==> src/rtl/mem_bus_ctrl.sv <==
// Memory-stage bus sequencer: turns EXE/MEM load/store fields into one req/ack bus cycle.
// Optional REQ watchdog enabled by defining BUS_TIMEOUT_EN (limit set by TIMEOUT).
module mem_bus_ctrl #(
  parameter int ADDR_WIDTH = 32,
  parameter int DATA_WIDTH = 32,
  parameter int TIMEOUT    = 255
) (
  input  logic                  clk_i,
  input  logic                  rst_n_i,
  input  logic [ADDR_WIDTH-1:0] mem_addr_i,
  input  logic [DATA_WIDTH-1:0] mem_data_i,
  input  logic                  mem_we_i,
  input  logic [3:0]            mem_op_i,
  output logic [5:0]            stall_o,
  output logic [DATA_WIDTH-1:0] mem_rdata_o,
  output logic                  mem_rdata_valid_o,
  output logic                  err_o,
  output logic                  bus_req_o,
  output logic                  bus_we_o,
  output logic [ADDR_WIDTH-1:0] bus_addr_o,
  output logic [3:0]            bus_sel_o,
  output logic [DATA_WIDTH-1:0] bus_wdata_o,
  input  logic                  bus_ack_i,
  input  logic                  bus_err_i,
  input  logic [DATA_WIDTH-1:0] bus_rdata_i
);

  localparam int NUM_LANES = 4;
  localparam logic [3:0] MEM_NOP = 4'd0, MEM_LB  = 4'd1, MEM_LH  = 4'd2,
                         MEM_LW  = 4'd3, MEM_LBU = 4'd4, MEM_LHU = 4'd5,
                         MEM_SB  = 4'd6, MEM_SH  = 4'd7, MEM_SW  = 4'd8;

  typedef enum logic [1:0] {IDLE, REQ, DONE} state_t;

  state_t state_q, state_n;
  logic   start, fail, done_ok;
  logic   is_byte, is_half, is_word, misalign;
  logic [3:0]            sel_d;
  logic [DATA_WIDTH-1:0] wdata_d, ext_d;
  logic [3:0]            op_q;
  logic [1:0]            off_q;
  logic [NUM_LANES-1:0][7:0] rd_lanes;
  logic [7:0]            lane_b;
  logic [15:0]           lane_h;

  // Size decode; unknown codes count as misaligned so they error out instead of hanging.
  always_comb begin
    is_byte = 1'b0;
    is_half = 1'b0;
    is_word = 1'b0;
    case (mem_op_i)
      MEM_LB, MEM_LBU, MEM_SB: is_byte = 1'b1;
      MEM_LH, MEM_LHU, MEM_SH: is_half = 1'b1;
      MEM_LW, MEM_SW:          is_word = 1'b1;
      default: ;
    endcase
  end

  assign misalign = (is_half & mem_addr_i[0]) | (is_word & (|mem_addr_i[1:0])) |
                    (~is_byte & ~is_half & ~is_word & (mem_op_i != MEM_NOP));

  always_comb begin
    sel_d   = 4'b1111;
    wdata_d = mem_data_i;
    if (is_byte) begin
      sel_d   = 4'b0001 << mem_addr_i[1:0];
      wdata_d = {NUM_LANES{mem_data_i[7:0]}};
    end else if (is_half) begin
      sel_d   = mem_addr_i[1] ? 4'b1100 : 4'b0011;
      wdata_d = {2{mem_data_i[15:0]}};
    end
  end

  assign rd_lanes = bus_rdata_i;
  assign lane_b   = rd_lanes[off_q];
  assign lane_h   = off_q[1] ? rd_lanes[3:2] : rd_lanes[1:0];

  always_comb begin
    case (op_q)
      MEM_LB:  ext_d = {{(DATA_WIDTH-8){lane_b[7]}}, lane_b};
      MEM_LBU: ext_d = {{(DATA_WIDTH-8){1'b0}}, lane_b};
      MEM_LH:  ext_d = {{(DATA_WIDTH-16){lane_h[15]}}, lane_h};
      MEM_LHU: ext_d = {{(DATA_WIDTH-16){1'b0}}, lane_h};
      default: ext_d = bus_rdata_i;
    endcase
  end

`ifdef BUS_TIMEOUT_EN
  localparam logic [7:0] TO_LAST = 8'(TIMEOUT - 1);
  logic [7:0] to_cnt_q;

  always_ff @(posedge clk_i or negedge rst_n_i) begin
    if (!rst_n_i)            to_cnt_q <= '0;
    else if (start)          to_cnt_q <= '0;
    else if (state_q == REQ) to_cnt_q <= to_cnt_q + 8'd1;
  end
`endif

  always_ff @(posedge clk_i or negedge rst_n_i) begin
    if (!rst_n_i) state_q <= IDLE;
    else          state_q <= state_n;
  end

  always_comb begin
    state_n = state_q;
    start   = 1'b0;
    fail    = 1'b0;
    done_ok = 1'b0;
    case (state_q)
      IDLE: if (mem_op_i != MEM_NOP) begin
        if (misalign) begin
          state_n = DONE;
          fail    = 1'b1;
        end else begin
          state_n = REQ;
          start   = 1'b1;
        end
      end
      REQ: begin
        if (bus_err_i) begin
          state_n = DONE;
          fail    = 1'b1;
        end else if (bus_ack_i) begin
          state_n = DONE;
          done_ok = 1'b1;
        end
`ifdef BUS_TIMEOUT_EN
        else if (to_cnt_q == TO_LAST) begin
          state_n = DONE;
          fail    = 1'b1;
        end
`endif
      end
      DONE:    state_n = IDLE;
      default: state_n = IDLE;
    endcase
  end

  // Gated by reset so the pipeline releases the instant reset asserts.
  assign stall_o = (rst_n_i && ((state_q == REQ) || ((state_q == IDLE) && (mem_op_i != MEM_NOP))))
                   ? 6'b011111 : 6'b000000;

  always_ff @(posedge clk_i or negedge rst_n_i) begin
    if (!rst_n_i) begin
      bus_req_o         <= 1'b0;
      bus_we_o          <= 1'b0;
      bus_addr_o        <= '0;
      bus_sel_o         <= '0;
      bus_wdata_o       <= '0;
      mem_rdata_o       <= '0;
      mem_rdata_valid_o <= 1'b0;
      err_o             <= 1'b0;
      op_q              <= MEM_NOP;
      off_q             <= '0;
    end else begin
      bus_req_o         <= (state_n == REQ);
      mem_rdata_valid_o <= 1'b0;
      err_o             <= fail;
      if (start) begin
        op_q        <= mem_op_i;
        off_q       <= mem_addr_i[1:0];
        bus_we_o    <= mem_we_i;
        bus_addr_o  <= {mem_addr_i[ADDR_WIDTH-1:2], 2'b00};
        bus_sel_o   <= sel_d;
        bus_wdata_o <= wdata_d;
      end
      if (fail) begin
        mem_rdata_o <= '0;
      end else if (done_ok && !bus_we_o) begin
        mem_rdata_o       <= ext_d;
        mem_rdata_valid_o <= 1'b1;
      end
    end
  end

endmodule

==> config.mk <==
export PLATFORM = sky130hd
export DESIGN_NAME = mem_bus_ctrl
export DESIGN_NICKNAME = d
export VERILOG_FILES = /design/src/rtl/mem_bus_ctrl.sv
export SDC_FILE = /design/constraint.sdc
export NUM_CORES = 1
export LEC_CHECK = 0
export ABC_CLOCK_PERIOD_IN_PS = 2170
export BUFFER_PORTS_ARGS = -buffer_cell sky130_fd_sc_hd__buf_2
export CAP_MARGIN = 10
export CORE_ASPECT_RATIO = 1.75
export CORE_UTILIZATION = 30
export DETAILED_ROUTE_END_ITERATION = 6
export GPL_TIMING_DRIVEN = 0
export PLACE_DENSITY = 0.52
export SLEW_MARGIN = 10
export SYNTH_ARGS = -nofsm -noshare
export SYNTH_HDL_FRONTEND = slang
export SYNTH_SLANG_ARGS = --single-unit
==> constraint.sdc <==
create_clock -name clk_i -period 2.17 [get_ports clk_i]
set_clock_uncertainty 0.1 [all_clocks]
set_input_delay 0.1085 -clock clk_i [delete_from_list [all_inputs] [get_ports clk_i]]
set_output_delay 0.1085 -clock clk_i [all_outputs]
set_load 0.01 [all_outputs]
==> flow_summary.yaml, run 1 <==
status:
  status: "completed"
power:
  peakVddDrop_mv: 0.747
  clock_power_share_pct: 18.1
  switching_share_pct: 37.4
  internal_power_mw: 5.80
  power.density_mw_per_mm2: 1140
  p_leak_nw: 3.76
  total_power_mw: 9.26
  p_comb_share_pct: 46.5
  pwr-share-seq_pct: 35.4
  switchingPower_mw: 3.47
clocking:
  cts_buffer_depth: 2
  insertion_delay_ns: 0.35
  cts.sinks: 110
  cts-htree-levels: 3
  cts.clk_slew.worst_paths_ns: 0.07
  cts_tree: "done"
  cts_made_buffers: 9
  root_buffer: "clkbuf_16"
timing:
  max_slew_margin_pct: 40.8
  worst_slack_ns: 0.0761
  period_share_pct: 96.5
  min_period_ns: 2.09
  max_freq_mhz: 478
  finalSetupTns_ns: 0
  hold_viol: 0
  slew_violations: 0
  tightest_slew_ns: 0.885
  rsz0062_at_grt: "no"
  setup_viol: 0
place:
  place_inst: 931
  gp_congestion: 0.899
  place_worst_setup_slack_ns: -0.182
  dp_hpwl_mm: 13.3
  io_buffers: 209
floorplanning:
  fp.dieW_um: 105
  die_area_mm2: 0.0190
  die_y_um: 181
  core-area_mm2: 0.0181
  start_util_pct: 30.6
  floorplan.rows: 65
  num_io_pins: 215
critical_path:
  cp_slowest_cell: "mux4_2"
  critPathMostFrequentCell: "buf_6"
  cp-end-kind: "register"
  crit_type: "reg2reg"
  cp_top_family: "multiplexers"
  start_kind: "register"
  crit_required_ns: 2.29
  crit_buf_inv: 4
  slowest_delay_ns: 0.52
  arrival_ns: 2.21
  worstPathCellList: "buf_6, mux4_2, and4bb_1, buf_6, o31ai_4, buf_6, buf_6, o32ai_1"
  crit_fanout: 9
cells_and_area:
  final_cells: 1031
  final_util_pct: 45.1
  antenna_cells: 0
  drive_gt1_share_pct: 45.9
  nets: 898
  synthToLayoutAreaGrowth_pct: 47.6
global_routing:
  antenna_found_initial: 0
  grt_max_degree: 59
  grt_pass1_vias: 5495
  grt_pass1_wl_mm: 28.6
  grt_overflow: 0
  grt_use_total_pct: 19.4
drt:
  drt_first_pass_iters: 4
  ant_nets: 0
  wl_per_cell_um: 17.5
  routed_wl_mm: 18.0
  routed_via_density: 4.92
  drc_errors: 0
  num_vias: 5070
  drt_iter0_drc: 173
synthesis:
  synth_edf_count: 0
  yosysWarnings: 0
  netlist-cell-type-count: 53
  synthArstFlopShare_pct: 100
  syn_area_per_cell_um2: 11.4
  syn_inst: 485
  synth.top_cell.area_share_pct: 49.9
  netlist_area_mm2: 0.00552
  synthTopCellsByArea: "dfrtp_1 50%, mux2_2 16%, o32ai_1 5.2%"
  synth_ff_type: "dfrtp_1"
  seq_area_frac_synth_pct: 49.9
  ys_seq_elements: 110
  synth_top_area_cell: "dfrtp_1"
hold_path:
  holdCritPathClass: "in2reg"
run:
  drv_cap: 0
[final cells by class]
cell class	count	area, µm²
repair buffers	296	1980
fillers	1718	9910
plain buffers	46	279
multi-input cells	284	2370
inverters	46	173
clock buffers	11	243
well taps	234	293
clock inverters	4	47.5
flip-flops and latches	110	2760
[flip-flops by register name, summed over array words and instances (netlist names)]
signal	flops
bus_req_o	1
bus_we_o	1
bus_addr_o	30
mem_rdata_valid_o	1
bus_wdata_o	32
op_q	4
bus_sel_o	4
state_q	2
mem_rdata_o	32
err_o	1
off_q	2
[kinds of logic after synthesis]
group	share of synthesized area (%)
and+or+nand+nor	8.05
DFF	49.9
AOI/OAI and AO/OA	15.6
muxes	18.3
other	0.0680
buffers and inverters	7.78
xor gates and xnor gates	0.318
[placed cells by master (no fill, tap or decap), drive strengths merged, types with 2 or more instances in the layout]
cell type	n
o21a	2
o211ai	8
or2	4
nor3b	10
inv	46
dfrtp	110
o32ai	34
dlygate4sd3	75
nand3	7
mux2i	11
o31ai	4
o22ai	2
a21bo	2
nand2	8
nor4b	3
a2bb2oi	2
a21oi	10
buf	249
clkbuf	29
o311ai	8
a211oi	8
nor2	22
nor4	8
o21ai	19
nor3	8
clkinv	2
mux2	78
a31oi	8
conb	3
[cells in the mapped netlist (2+ instances only)]
cell and count:
o311ai_0 4, o21ai_0 18, buf_4 11, o311ai_1 4, o211ai_1 8, o32ai_1 33, a21oi_1 10, dfrtp_1 110
or2_2 2, a211oi_1 8, nor4b_1 2, o21a_1 2, mux2_2 78, a2bb2oi_1 2, or2_1 2, nand2_1 8
nor3_1 8, nor3b_1 10, o22ai_1 2, buf_6 3, nor2_1 22, buf_2 13, a31oi_1 7, inv_1 46
nand3_1 7, nor4_1 7, a21bo_2 2, clkbuf_1 19, o31ai_1 3, mux2i_1 11
[final timing paths]
check,depth (start not counted),endpoint,from,slack (ns)
max,8,mem_rdata_o[29],off_q[1],0.08
min,3,bus_wdata_o[20],mem_data_i[20],0.01
max reg2reg,8,mem_rdata_o[29],off_q[1],0.08
min reg2reg,1,bus_wdata_o[7],bus_wdata_o[7],0.40
max in group asynchronous,5,op_q[2],rst_n_i,0.75
min in group asynchronous,4,bus_wdata_o[11],rst_n_i,0.33
[worst min-delay path: cells and delay by family]
kind / cells / cell delay [ns]
buf+inv: 1 / 0.07
mux: 2 / 0.26
[what timing repair did]
item / 4_1_cts / 5_1_grt
gates resized for setup: 18 / 12
buffers inserted: 5 / 2
pin swaps: 1 / 1
endpoints found under the setup margin: 38 / 73
hold buffers: 78 / 0
endpoints found under the hold margin: 126 / 0
gates cloned: 1 / 0
[power groups by stage]
stage	Sequential (mW)	Clock (mW)	Combinational [mW]
2_1_floorplan	3.65	0	2.12
3_3_place_gp	3.29	0	4.00
3_5_place_dp	3.33	0	4.06
4_1_cts	3.30	1.74	4.26
5_1_grt	3.39	1.80	4.65
6_report	3.28	1.67	4.31
[metrics by stage]
stage                     instance area, µm²  hold WS (ns)
after floorplan                         5530        -0.287
after global placement                  6860         0.241
after detailed placement                6900       0.00531
after CTS                               8100       0.00316
after global routing                    8150        0.0223
final                                   8150        0.0140
[routing by layer]
metal | vias up | global-route usage [%] | part of all wire, %
met5 | - | 0 | 0
li1 | 2377 | - | -
met1 | 2455 | 19.6 | 36
met2 | 199 | 37.0 | 55
met4 | 0 | 8.69 | 3.2
met3 | 39 | 4.56 | 5.9
Note: power is estimated with default switching activity, not from simulation.
==> inputs of run 2 (changes only) <==
--- a/config.mk
+++ b/config.mk
@@ -5,14 +5,14 @@
 export SDC_FILE = /design/constraint.sdc
 export NUM_CORES = 1
 export LEC_CHECK = 0
-export ABC_CLOCK_PERIOD_IN_PS = 2170
+export ABC_CLOCK_PERIOD_IN_PS = 2600
 export BUFFER_PORTS_ARGS = -buffer_cell sky130_fd_sc_hd__buf_2
 export CAP_MARGIN = 10
 export CORE_ASPECT_RATIO = 1.75
 export CORE_UTILIZATION = 30
 export DETAILED_ROUTE_END_ITERATION = 6
 export GPL_TIMING_DRIVEN = 0
-export PLACE_DENSITY = 0.52
+export PLACE_DENSITY = 0.5
 export SLEW_MARGIN = 10
 export SYNTH_ARGS = -nofsm -noshare
 export SYNTH_HDL_FRONTEND = slang
==> constraint.sdc (replaced) <==
create_clock -name clk_i -period 2.6 [get_ports clk_i]
set_clock_uncertainty 0.1 [all_clocks]
set_input_delay 0.13 -clock clk_i [delete_from_list [all_inputs] [get_ports clk_i]]
set_output_delay 0.13 -clock clk_i [all_outputs]
set_load 0.01 [all_outputs]
==> run 2 against run 1 <==
Against the previous run: combinational power down 20%; critical path depth up 1; worst hold slack better by 0.0081 ns; global-route usage down 0.33 points; sequential power down 16%; register-to-register slack better by 0.20 ns; cell area down 2.6%; worst setup slack better by 0.021 ns; clock power down 10%; core utilization down 1.2 points; via count down 2.7%; cell count down 1.5%; critical endpoint is now state_q[0]; largest power group unchanged; highest routed layer unchanged.
==> flow_summary.yaml, run 2 (synthesized netlist as in run 1, its figures left out) <==
clocking:
  cts.clk_slew.worst_paths_ns: 0.08
  cts.sinks: 110
  root_buffer: "clkbuf_16"
  cts_tree: "done"
  insertion_delay_ns: 0.35
  cts_buffer_depth: 2
  cts-htree-levels: 3
  cts_made_buffers: 9
drt:
  drt_iter0_drc: 226
  routed_via_density: 4.85
  ant_nets: 0
  routed_wl_mm: 17.8
  num_vias: 4931
  wl_per_cell_um: 17.5
  drt_first_pass_iters: 4
  drc_errors: 0
cells_and_area:
  layout_commonest_cell: "buf_2"
  final_cells: 1016
  top_regs: "bus_wdata_o x32, mem_rdata_o x32, bus_addr_o x30"
  drive_gt1_share_pct: 44.0
  nets: 882
  final_util_pct: 44.0
  synthToLayoutAreaGrowth_pct: 43.8
  final_area_mm2: 0.00794
  layout_common_cells: "221 x buf_2, 110 x dfrtp_1, 78 x mux2_2"
power:
  peakVddDrop_mv: 0.508
  power.density_mw_per_mm2: 972
  total_power_mw: 7.72
  p_leak_nw: 3.67
critical_path:
  crit_fanout: 10
  worstPathCellList: "dlygate4sd3_1, buf_2, or2_1, o31a_1, buf_2, o21ai_2, buf_6, o31ai_1, dlygate4sd3_1"
  endpoint: "state_q[0]"
  arrival_ns: 2.64
  timing.rr.start: "op_q[0]"
  cp-end-kind: "register"
  slowest_delay_ns: 0.56
  start_kind: "input port"
  cp_slowest_cell: "dlygate4sd3_1"
  crit_type: "in2reg"
  crit_required_ns: 2.74
  r2r_slack_ns: 0.28
  timing.rr.end: "mem_rdata_o[4]"
  rr_worst_depth: 6
  critPathLaunch: "mem_op_i[1]"
status:
  status: "completed"
timing:
  worst_slack_ns: 0.0972
  min_period_ns: 2.50
  finalSetupTns_ns: 0
  max_freq_mhz: 400
  hold_viol: 0
  holdWs_ns: 0.0220
  period_share_pct: 96.3
  setup_viol: 0
  slew_violations: 0
  max_slew_margin_pct: 43.6
  rsz0062_at_grt: "no"
  tightest_slew_ns: 0.844
place:
  place_inst: 931
  io_buffers: 209
  place_worst_setup_slack_ns: 0.189
  gp_congestion: 0.917
  dp_hpwl_mm: 13.4
  place_area_mm2: 0.00690
hold_path:
  holdCritPathClass: "in2reg"
floorplanning:
  start_util_pct: 30.6
  die_y_um: 181
  fp.dieW_um: 105
  floorplan.rows: 65
  num_io_pins: 215
  core-area_mm2: 0.0181
  die_area_mm2: 0.0190
global_routing:
  grt_pass1_wl_mm: 28.1
  grt_max_degree: 64
  grt_pass1_vias: 5433
  grt_use_total_pct: 19.1
  antenna_found_initial: 1
  grt_overflow: 0
run:
  drv_cap: 0
-- run 2: area by class of cell --
cell class                      instances  area, µm²
Clock inverter                          5       83.8
Sequential cell                       110       2750
Fill cell                            1777      10100
Antenna cell                            1       2.50
Timing Repair Buffer                  279       1790
Clock buffer                           10        239
Buffer                                 47        262
Tap cell                              234        293
Multi-Input combinational cell        284       2340
Inverter                               46        173
-- run 2: how the worst min path moves through the flow --
stage                    start               to  slack (ns)  depth (start not counted)
4_1_cts        bus_rdata_i[15]  mem_rdata_o[15]       0.004                          3
2_1_floorplan          rst_n_i   bus_addr_o[10]       -0.27                          0
3_5_place_dp           rst_n_i    bus_addr_o[7]        0.01                          1
5_1_grt        bus_rdata_i[15]  mem_rdata_o[15]        0.04                          3
6_report       bus_rdata_i[15]  mem_rdata_o[15]        0.02                          3
3_3_place_gp     mem_addr_i[8]    bus_addr_o[8]        0.26                          2
-- run 2: timing repair --
| action | 4_1_cts | 5_1_grt |
|---|---|---|
| setup endpoints to repair | 0 | 6 |
| resized for setup | 0 | 4 |
| hold buffers | 69 | 0 |
| setup buffers | 0 | 0 |
| endpoints found under the hold margin | 115 | 0 |
-- run 2: where the power goes --
group          leakage [nW]  switching (mW)  internal [mW]  total (mW)
Clock                 0.151           0.635          0.868        1.50
Sequential             1.37           0.370           2.39        2.76
Combinational          2.15            1.87           1.59        3.46
Total                  3.67            2.87           4.84        7.72
-- run 2: per-layer routing --
layer	share of wire [%]	vias to the layer above	wire, µm	track usage (%)
li1	-	2347	-	-
met3	5.4	33	964	3.84
met4	2.7	0	487	8.97
met2	55	176	9790	36.9
met1	37	2375	6510	19.0
met5	0	-	0	0
-- run 2: worst max-delay path, delay by kind of cell --
| family | cells | cell delay (ns) |
|---|---|---|
| buffers and inverters | 5 | 1.68 |
| AOI/OAI and AO/OA | 3 | 0.53 |
| and+or+nand+nor | 1 | 0.29 |
==> inputs of run 3 (changes only) <==
--- a/config.mk
+++ b/config.mk
@@ -5,6 +5,7 @@
 export SDC_FILE = /design/constraint.sdc
 export NUM_CORES = 1
 export LEC_CHECK = 0
+export ABC_AREA = 1
 export ABC_CLOCK_PERIOD_IN_PS = 2600
 export BUFFER_PORTS_ARGS = -buffer_cell sky130_fd_sc_hd__buf_2
 export CAP_MARGIN = 10
@@ -12,7 +13,8 @@
 export CORE_UTILIZATION = 30
 export DETAILED_ROUTE_END_ITERATION = 6
 export GPL_TIMING_DRIVEN = 0
-export PLACE_DENSITY = 0.5
+export MAX_ROUTING_LAYER = met4
+export PLACE_DENSITY = 0.49
 export SLEW_MARGIN = 10
 export SYNTH_ARGS = -nofsm -noshare
 export SYNTH_HDL_FRONTEND = slang
==> run 3 against run 2 <==
Against the previous run: count of clock-buffer cells in the layout did not move; worst setup slack improved by 0.17 ns; critical path depth down 2; critical endpoint is now stall_o[4]; largest cell class unchanged; largest power group unchanged.
==> flow_summary.yaml, run 3 <==
cells_and_area:
  antenna_cells: 0
  nets: 1189
  layout_commonest_cell: "nand2_1"
  synthToLayoutAreaGrowth_pct: 38.3
  layout_common_cells: "377 x nand2_1, 223 x buf_2, 110 x dfrtp_1"
  drive_gt1_share_pct: 26.7
  top_regs: "bus_wdata_o x32, mem_rdata_o x32, bus_addr_o x30"
  fillCellCount: 2042
  seqCellArea_mm2: 0.00275
  multi_input_area_mm2: 0.00267
floorplanning:
  die_y_um: 188
  fp.dieW_um: 108
  num_io_pins: 215
  floorplan.rows: 67
  start_util_pct: 30.8
  core-area_mm2: 0.0192
  die_area_mm2: 0.0203
power:
  peakVddDrop_mv: 0.416
  switchingPower_mw: 3.68
  switching_share_pct: 44.1
  p_comb_share_pct: 50.1
  p_leak_nw: 4.65
  clock_power_share_pct: 16.2
  pwr-share-seq_pct: 33.7
  power.density_mw_per_mm2: 1020
  internal_power_mw: 4.66
synthesis:
  synth_edf_count: 0
  netlist-cell-type-count: 29
  synth_compound_area_share_pct: 6.76
  seq_area_frac_synth_pct: 46.6
  synthTopCellsByArea: "dfrtp_1 47%, nand2_1 24%, nand3_1 5.5%"
  synth_common_cells: "377 x nand2_1, 110 x dfrtp_1, 65 x nand3_1, 55 x o21ai_0, 36 x inv_1"
  synthXorXnorAreaFrac_pct: 0
  synth_ff_type: "dfrtp_1"
  yosysWarnings: 0
  synthSimpleGateAreaFrac_pct: 38.3
  synth-adder-area-share_pct: 0
  ys_seq_elements: 110
  synthArstFlopShare_pct: 100
  synth_top_area_cell: "dfrtp_1"
  synth.area.mux_share_pct: 0
  synth.top_cell.area_share_pct: 46.6
  syn_area_per_cell_um2: 7.38
  syn_inst: 800
  synth_top_family_by_area: "simple AND/OR/NAND/NOR gates"
  yosysMostFrequentCell: "nand2_1"
  netlist_area_mm2: 0.00591
critical_path:
  r2r_slack_ns: 0.54
  crit_cells: 7
  crit_type: "in2out"
  cp_slowest_cell: "dlygate4sd3_1"
  arrival_ns: 2.11
  crit_buf_inv: 6
  rr_worst_depth: 6
  start_kind: "input port"
  cp-end-kind: "output pin"
  timing.rr.start: "state_q[1]"
  crit_fanout: 62
  cp_top_family: "buffers and inverters"
  slowest_delay_ns: 0.55
  timing.rr.end: "mem_rdata_o[31]"
  worstPathCellList: "dlygate4sd3_1, clkbuf_8, buf_16, inv_1, nor2_1, buf_4, buf_2"
  crit_required_ns: 2.37
place:
  place_worst_setup_slack_ns: 0.523
  gp_congestion: 0.898
  dp_hpwl_mm: 15.7
  io_buffers: 211
global_routing:
  grt_max_degree: 63
  grt_pass1_wl_mm: 32.2
  grt_use_total_pct: 21.4
  grt_pass1_vias: 6220
  grt_overflow: 0
  antenna_found_initial: 0
drt:
  routed_via_density: 4.64
  num_vias: 6167
  ant_nets: 0
  routed_wl_mm: 20.7
  drt_first_pass_iters: 4
  drc_errors: 0
  drt_iter0_drc: 203
  wl_per_cell_um: 15.6
timing:
  period_share_pct: 89.9
  holdWs_ns: 0.00547
  tightest_slew_ns: 0.594
  rsz0062_at_grt: "no"
  max_slew_margin_pct: 60.4
  setup_viol: 0
  worst_slack_ns: 0.263
  slew_violations: 0
  hold_viol: 0
  max_freq_mhz: 428
  min_period_ns: 2.34
hold_path:
  min_path_cells: 5
  worstHoldStart: "mem_data_i[19]"
  whs_endpoint: "bus_wdata_o[19]"
  holdCritPathClass: "in2reg"
clocking:
  cts_buffer_depth: 2
  cts.sinks: 110
  cts_tree: "done"
  cts_made_buffers: 9
  root_buffer: "clkbuf_16"
  cts-htree-levels: 3
  cts.clk_slew.worst_paths_ns: 0.08
  insertion_delay_ns: 0.36
status:
  status: "completed"
run:
  drv_cap: 0
==> run 3: cell type report <==
type                            count  share of cell area [%]
Buffer                             50                    4.01
Clock buffer                       10                    2.80
Clock inverter                      5                   0.490
Inverter                           42                    1.96
Multi-Input combinational cell    600                    32.7
Sequential cell                   110                    33.7
Tap cell                          241                    3.69
Timing Repair Buffer              271                    20.6
==> run 3: kinds of logic after synthesis <==
group,after synthesis
flip-flops,110
buffers and inverters,92
other,1
AND/OR/NAND/NOR,522
AO/OA/AOI/OAI,75
==> run 3: metal layers <==
metal	routed length, µm	GRT usage, %
met1	7770	21.9
met2	11300	38.9
met3	890	3.65
met4	710	9.75
met5	0	-
==> run 3: through the flow <==
step	setup TNS (ns)	power [mW]	utilization [%]	area, µm²	instances
after floorplan	0	5.35	-	5910	802
after global placement	-23.39	6.94	37.9	7270	1254
after detailed placement	0	6.99	38.0	7300	1255
final	0	8.34	42.5	8170	1329
after CTS	0	8.45	42.5	8160	1329
after global routing	0	9.04	42.5	8170	1329
==> run 3: how the worst max path moves through the flow <==
| stage | slack (ns) | end | from |
|---|---|---|---|
| floorplan | 1.04 | mem_rdata_o[21] | op_q[1] |
| finish | 0.26 | stall_o[4] | rst_n_i |
| detailed placement | 0.52 | mem_rdata_o[31] | state_q[1] |
| global placement | -0.51 | stall_o[4] | rst_n_i |
| global route | 0.006 | stall_o[2] | rst_n_i |
| CTS | 0.17 | stall_o[4] | rst_n_i |
==> run 3: power groups by stage <==
| stage | sequential, mW | combinational, mW | clock, mW |
|---|---|---|---|
| 4_1_cts | 2.82 | 4.24 | 1.40 |
| 3_5_place_dp | 2.83 | 4.15 | 0 |
| 6_report | 2.81 | 4.18 | 1.35 |
| 3_3_place_gp | 2.83 | 4.12 | 0 |
| 2_1_floorplan | 3.13 | 2.22 | 0 |
| 5_1_grt | 2.90 | 4.69 | 1.45 |
==> run 3: worst register-to-register path, delay by kind of cell, from the launching register on <==
family        cells  cell delay, ns
buf+inv           2            0.71
flops             1            0.39
simple gates      4            0.80
==> run 3: repair_timing <==
action | CTS | global route
setup endpoints to repair | 0 | 4
hold buffers | 59 | 0
buffers inserted | 0 | 0
endpoints found under the hold margin | 118 | 0
resized for setup | 0 | 1
